[src/rtl/ofmap_collector_pkg.sv]
// Shared definitions for the ofmap collector: register offsets, STATUS layout,
// ICB response FSM states and the offset decoder.
package ofmap_collector_pkg;

    localparam logic [11:0] RESULT_BASE = 12'h000;
    localparam logic [11:0] STATUS_OFS  = 12'h100;
    localparam logic [11:0] CONTROL_OFS = 12'h104;

    localparam int STATUS_CNT_LSB  = 0;
    localparam int STATUS_CNT_W    = 8;
    localparam int STATUS_DONE_BIT = 8;
    localparam int STATUS_OVF_BIT  = 9;

    typedef enum logic {
        ICB_IDLE = 1'b0,
        ICB_RSP  = 1'b1
    } icb_state_e;

    typedef enum logic [1:0] {
        OFS_RESULT   = 2'd0,
        OFS_STATUS   = 2'd1,
        OFS_CONTROL  = 2'd2,
        OFS_UNMAPPED = 2'd3
    } ofs_e;

    // Word-granular decode; byte lane bits [1:0] do not select anything.
    function automatic ofs_e decode_ofs(input logic [11:0] ofs);
        if (ofs[11:8] == RESULT_BASE[11:8]) return OFS_RESULT;
        if (ofs[11:2] == STATUS_OFS[11:2])  return OFS_STATUS;
        if (ofs[11:2] == CONTROL_OFS[11:2]) return OFS_CONTROL;
        return OFS_UNMAPPED;
    endfunction

endpackage

[src/rtl/ofmap_result_ram.sv]
// Result word store: one write port, one read port with a registered output
// that reads the pre-write content when both hit the same word on one edge.
module ofmap_result_ram #(
    parameter int DEPTH_WORDS = 64,
    parameter int AW          = 6
) (
    input  logic          clk,
    input  logic          we_i,
    input  logic [AW-1:0] waddr_i,
    input  logic [31:0]   wdata_i,
    input  logic          re_i,
    input  logic [AW-1:0] raddr_i,
    output logic [31:0]   rdata_o
);
    logic [31:0] mem_q [DEPTH_WORDS];
    logic [31:0] rdata_q;

    always_ff @(posedge clk) begin
        if (we_i) begin
            mem_q[waddr_i] <= wdata_i;
        end
    end

    // Output only moves on a read, so a held ICB response stays stable.
    always_ff @(posedge clk) begin
        if (re_i) begin
            rdata_q <= mem_q[raddr_i];
        end
    end

    assign rdata_o = rdata_q;

endmodule

[src/rtl/ofmap_collector.sv]
// Packs fp16 conv results two per 32-bit word into a result RAM and exposes
// the words plus STATUS/CONTROL over a single-outstanding ICB slave port.
module ofmap_collector
    import ofmap_collector_pkg::*;
#(
    parameter int DEPTH_WORDS = 64
) (
    input  logic        clk,
    input  logic        rst_n,
    input  logic        dout_valid,
    input  logic [15:0] ofmap_in,
    input  logic        conv_done,
    input  logic        icb_cmd_valid,
    output logic        icb_cmd_ready,
    input  logic        icb_cmd_read,
    input  logic [31:0] icb_cmd_addr,
    input  logic [31:0] icb_cmd_wdata,
    input  logic [3:0]  icb_cmd_wmask,
    output logic        icb_rsp_valid,
    input  logic        icb_rsp_ready,
    output logic [31:0] icb_rsp_rdata,
    output logic        icb_rsp_err,
    output logic        irq
);
    localparam int AW = (DEPTH_WORDS > 1) ? $clog2(DEPTH_WORDS) : 1;
    localparam int CW = $clog2(2 * DEPTH_WORDS + 1);
    localparam logic [CW-1:0] CAP = CW'(2 * DEPTH_WORDS);

    icb_state_e    state_q, state_d;
    logic [CW-1:0] count_q, count_d;
    logic          done_q, done_d;
    logic          ovf_q, ovf_d;
    logic [15:0]   pack_q, pack_d;
    logic [31:0]   rsp_rdata_q, rsp_rdata_d;
    logic          rsp_err_q, rsp_err_d;
    logic          rsp_ram_q, rsp_ram_d;

    logic          cmd_hs;
    ofs_e          cmd_sel;
    logic          ctrl_clear;
    logic          accept;
    logic [CW-1:0] cnt_acc;
    logic [31:0]   status_word;

    logic          ram_we;
    logic [AW-1:0] ram_waddr;
    logic [31:0]   ram_wdata;
    logic          ram_re;
    logic [AW-1:0] ram_raddr;
    logic [31:0]   ram_rdata;

    logic          unused_bits;
    assign unused_bits = ^{icb_cmd_wmask, icb_cmd_addr[31:12], icb_cmd_addr[1:0],
                           icb_cmd_wdata[31:1]};

    assign icb_cmd_ready = (state_q == ICB_IDLE) | icb_rsp_ready;
    assign cmd_hs        = icb_cmd_valid & icb_cmd_ready;

    always_comb begin
        cmd_sel = decode_ofs(icb_cmd_addr[11:0]);
        if (cmd_sel == OFS_RESULT && 32'(icb_cmd_addr[7:2]) >= DEPTH_WORDS) begin
            cmd_sel = OFS_UNMAPPED;
        end
    end

    assign ctrl_clear = cmd_hs & ~icb_cmd_read & (cmd_sel == OFS_CONTROL) & icb_cmd_wdata[0];
    assign accept     = dout_valid & (count_q < CAP);
    assign cnt_acc    = count_q + CW'(accept);

    always_comb begin
        status_word = '0;
        status_word[STATUS_CNT_LSB +: STATUS_CNT_W] = STATUS_CNT_W'(count_q);
        status_word[STATUS_DONE_BIT] = done_q;
        status_word[STATUS_OVF_BIT]  = ovf_q;
    end

    // Ingest path: the accept and the frame-end flush share the single write
    // port, which works because at most one of them can produce a write.
    always_comb begin
        count_d   = count_q;
        done_d    = done_q;
        ovf_d     = ovf_q;
        pack_d    = pack_q;
        ram_we    = 1'b0;
        ram_waddr = '0;
        ram_wdata = '0;
        if (ctrl_clear) begin
            count_d = '0;
            done_d  = 1'b0;
            ovf_d   = 1'b0;
            pack_d  = '0;
        end else begin
            if (dout_valid && !accept) begin
                ovf_d = 1'b1;
            end
            if (accept) begin
                count_d = cnt_acc;
                if (!count_q[0]) begin
                    pack_d = ofmap_in;
                end else begin
                    ram_we    = 1'b1;
                    ram_waddr = count_q[1 +: AW];
                    ram_wdata = {ofmap_in, pack_q};
                end
            end
            if (conv_done) begin
                done_d = 1'b1;
                if (cnt_acc[0]) begin
                    ram_we    = 1'b1;
                    ram_waddr = cnt_acc[1 +: AW];
                    ram_wdata = {16'h0000, accept ? ofmap_in : pack_q};
                end
            end
        end
    end

    always_comb begin
        state_d     = state_q;
        rsp_rdata_d = rsp_rdata_q;
        rsp_err_d   = rsp_err_q;
        rsp_ram_d   = rsp_ram_q;
        ram_re      = 1'b0;
        ram_raddr   = icb_cmd_addr[2 +: AW];
        if (state_q == ICB_RSP && icb_rsp_ready) begin
            state_d = ICB_IDLE;
        end
        if (cmd_hs) begin
            state_d     = ICB_RSP;
            rsp_rdata_d = '0;
            rsp_err_d   = 1'b0;
            rsp_ram_d   = 1'b0;
            unique case (cmd_sel)
                OFS_RESULT: begin
                    if (icb_cmd_read) begin
                        ram_re    = 1'b1;
                        rsp_ram_d = 1'b1;
                    end else begin
                        rsp_err_d = 1'b1;
                    end
                end
                OFS_STATUS: begin
                    if (icb_cmd_read) rsp_rdata_d = status_word;
                    else              rsp_err_d   = 1'b1;
                end
                OFS_CONTROL: begin
                    rsp_rdata_d = '0;
                end
                default: begin
                    rsp_err_d = 1'b1;
                end
            endcase
        end
    end

    always_ff @(posedge clk or negedge rst_n) begin
        if (!rst_n) begin
            state_q     <= ICB_IDLE;
            count_q     <= '0;
            done_q      <= 1'b0;
            ovf_q       <= 1'b0;
            pack_q      <= '0;
            rsp_rdata_q <= '0;
            rsp_err_q   <= 1'b0;
            rsp_ram_q   <= 1'b0;
        end else begin
            state_q     <= state_d;
            count_q     <= count_d;
            done_q      <= done_d;
            ovf_q       <= ovf_d;
            pack_q      <= pack_d;
            rsp_rdata_q <= rsp_rdata_d;
            rsp_err_q   <= rsp_err_d;
            rsp_ram_q   <= rsp_ram_d;
        end
    end

    ofmap_result_ram #(
        .DEPTH_WORDS (DEPTH_WORDS),
        .AW          (AW)
    ) u_ram (
        .clk     (clk),
        .we_i    (ram_we),
        .waddr_i (ram_waddr),
        .wdata_i (ram_wdata),
        .re_i    (ram_re),
        .raddr_i (ram_raddr),
        .rdata_o (ram_rdata)
    );

    assign icb_rsp_valid = (state_q == ICB_RSP);
    assign icb_rsp_rdata = rsp_ram_q ? ram_rdata : rsp_rdata_q;
    assign icb_rsp_err   = rsp_err_q;
    assign irq           = done_q;

endmodule

[config.mk]
export PLATFORM = sky130hd
export DESIGN_NAME = ofmap_collector
export DESIGN_NICKNAME = d
export VERILOG_FILES = /design/src/rtl/ofmap_collector_pkg.sv /design/src/rtl/ofmap_result_ram.sv /design/src/rtl/ofmap_collector.sv
export SDC_FILE = /design/constraint.sdc
export NUM_CORES = 2
export LEC_CHECK = 0
export CAP_MARGIN = 20
export CORE_AREA = 2 2 429 431
export DETAILED_ROUTE_END_ITERATION = 10
export DIE_AREA = 0 0 431 433
export GPL_ROUTABILITY_DRIVEN = 0
export PLACE_DENSITY = 0.56
export SLEW_MARGIN = 20
export SYNTH_ARGS = -nofsm -noshare
export SYNTH_HDL_FRONTEND = slang
export SYNTH_HIERARCHICAL = 1
export SYNTH_SLANG_ARGS = --single-unit
[constraint.sdc]
create_clock -name clk -period 8.5 [get_ports clk]
set_input_delay 2.55 -clock clk [delete_from_list [all_inputs] [get_ports clk]]
set_output_delay 2.55 -clock clk [all_outputs]
set_load 0.01 [all_outputs]
==> results_dict.tcl <==
set metrics [dict create \
    synth_edf_count 2080 \
    cts_tree "done" \
    run_status "finished, final reports clean" \
    crit_type "in -> reg" \
    grt_pass1_vias 38532 \
    viasPerCell 6.03 \
    peakVddDrop_uv 237 \
    clock_path_buffers 3 \
    drtIter0Drc 4667 \
    detail_route.first_pass.iterations 5 \
    clkSinkCount 2119 \
    slew_viol_final 0 \
    synth.distinct_cells 53 \
    groute.usage.overall_pct 22.7 \
    die_w_um 431 \
    rrSetupSlack_ns 3.33 \
    wl_per_cell_um 32.8 \
    n_fill_cell 14232 \
    drcViolationCount 0 \
    cap_violations 0 \
    finalCritPeriodShare_pct 82.4 \
    finalHoldViolCount 0 \
    die_h_um 433 \
    syn_area_per_cell_um2 22.5 \
    layout-drive-gt1-share_pct 27.7 \
    relSlewSlack_pct 29.7 \
    clk_latency_ns 0.86 \
    skew_ns 0.0267 \
    fin_cells 6410 \
    fmax_mhz 143 \
    area_growth_pct 14.0 \
    ios 127 \
    htree_levels 4 \
    nets 3954 \
    cp.arrival_ns 7.54 \
    numPortBuffers 69 \
    required_ns 9.03 \
    rsz0062_at_grt "no" \
    grt_pass1_wl_mm 297 \
    synth_warnings 6 \
    leakagePower_nw 29.4 \
    syn_inst 3612 \
    hpwl_mm 121 \
    worst_pin_slew_ns 1.05 \
    finalSetupTns_ns 0 \
    hp-class "reg -> reg" \
    row_count 157 \
    vias 38661 \
    synth-async-reset-ratio_pct 1.84 \
    postRouteWirelength_mm 210 \
    worstSetupStartpointType "input pin" \
    endpoint_kind "register" \
    yosysSeqAreaShare_pct 78.0 \
    ys_seq_elements 2119 \
    holdWs_ns 0.488 \
    antenna_found_initial 10 \
    post_cts_buffers 0 \
    p_per_area_nw_per_um2 243 \
    grt-ovfl-total 0 \
    syn-num-nets 3706 \
    ys.flop_type "edfxtp_1" \
    dieArea_um2 187000 \
    grt_max_degree 90 \
    clockRootBuffer "clkbuf_16" \
    syn_area_um2 81300 \
    critPathMaxFanout 21 \
    core_area_um2 182000 \
    cts-resized-gates 0 \
    finalSetupViolCount 0 \
    clk_pin_slew_ns 0.06 \
    ant_nets 0 \
    placed_cells 6032 \
    postCtsHoldBufs 0 \
    fin_crit_ns 7.01 \
    start_util_pct 44.6 \
    cts_made_buffers 208 \
]
==> report_power, final <==
part           internal [mW]  switching, mW
registers               11.9         0.0607
clock network           4.82           3.86
logic                  0.525           1.26
total                   17.3           5.19
==> metal layers <==
layer,global-route usage (%),up-vias,share of wire [%]
met3,3.76,272,6.7
met1,33.1,21126,43
met4,7.28,4,3.1
met2,35.2,1448,47
li1,-,15811,-
met5,0,-,0.013
==> layout by cell type, fill, tap and decap left out, types with 10 or more instances in the layout <==
cell type           n
mux4_2            544
clkdlybuf4s50_1    63
o22ai_1            84
a21oi_1            86
clkinv_1           57
clkbuf_1           50
and2_1             24
nor2_1             94
mux2_2             10
a22oi_1            28
buf_4             143
mux2i_1            94
buf_12             29
a22o_1             10
nor2b_1            17
o221ai_1           27
dfrtp_1            38
nand2_1            68
and3_2             15
nor2_4             78
edfxtp_1         2080
clkinv_2           33
clkbuf_16         211
==> metrics by stage <==
stage          setup slack (ns)  cell area, µm²  total power, mW  utilization, %
2_1_floorplan              1.43           81300             13.2               -
3_3_place_gp              0.789           86200             14.0            47.3
5_1_grt                    1.36           92700             23.2            50.9
4_1_cts                    1.67           92600             22.7            50.9
3_5_place_dp              0.744           86200             14.0            47.4
6_report                   1.49           92700             22.5            50.9
==> synth_stat cells (all sizes together), types with 27 or more instances <==
cell | n | share of area, %
dfrtp | 39 | 1.2
edfxtp | 2080 | 77
buf | 120 | 0.84
nor2 | 173 | 0.80
mux2i | 94 | 1.2
a21oi | 87 | 0.54
o22ai | 84 | 0.65
mux4 | 544 | 15
a22oi | 28 | 0.26
nand2 | 70 | 0.33
o221ai | 27 | 0.29
clkbuf | 84 | 0.39
==> registers in the layout, indices dropped and copies added, names as in the netlist <==
name / flops
count_q: 8
icb_rsp_err: 1
icb_rsp_valid: 1
irq: 1
ovf_q: 1
pack_q: 16
rsp_ram_q: 1
rsp_rdata_q: 10
u_ram/mem_q: 2048
u_ram/rdata_o: 32
==> logic make-up (layout without fill, tap and decap cells) <==
logic type	count (synthesis)	after routing	share of synthesized area, %
flip-flops	2119	2119	78.0
multiplexers	648	648	16.4
AND/OR/NAND/NOR	365	365	2.13
AO/OA/AOI/OAI	266	266	2.13
buffers and inverters	206	618	1.24
XOR/XNOR	5	5	0.0539
adder cells (fa/ha/maj)	3	3	0.0462
other	0	1	0
==> path summary, 6_finish.rpt <==
| kind | from | end | cells past startpoint |
|---|---|---|---|
| max | dout_valid | u_ram/mem_q[9][15] | 11 |
| min | icb_rsp_err | icb_rsp_err | 2 |
| max reg2reg | count_q[7] | u_ram/mem_q[9][15] | 10 |
| min reg2reg | icb_rsp_err | icb_rsp_err | 2 |
| max in group asynchronous | rst_n | rsp_ram_q | 1 |
| min in group asynchronous | rst_n | irq | 1 |
==> worst max-delay path: stages <==
cell             delay [ns]
clkdlybuf4s50_1        0.53
nor2b_1                0.59
inv_2                  0.22
ha_1                   0.42
a21oi_1                0.17
buf_4                  0.25
a32oi_1                0.10
nor2_1                 0.57
nand3_1                0.92
nor2_4                 0.93
buf_12                 0.26
==> area by class of cell <==
cell class / count / area [µm²] / area share, %
well taps: 2385 / 2980 / 3.22
repair buffers: 242 / 2380 / 2.57
multi-input cells: 1287 / 17500 / 18.9
inverters: 2 / 7.51 / 0.00810
clock inverters: 113 / 918 / 0.991
diodes: 1 / 2.50 / 0.00270
flip-flops and latches: 2119 / 63400 / 68.4
clock buffers: 261 / 5470 / 5.90
Note: power is estimated with default switching activity, not from simulation.
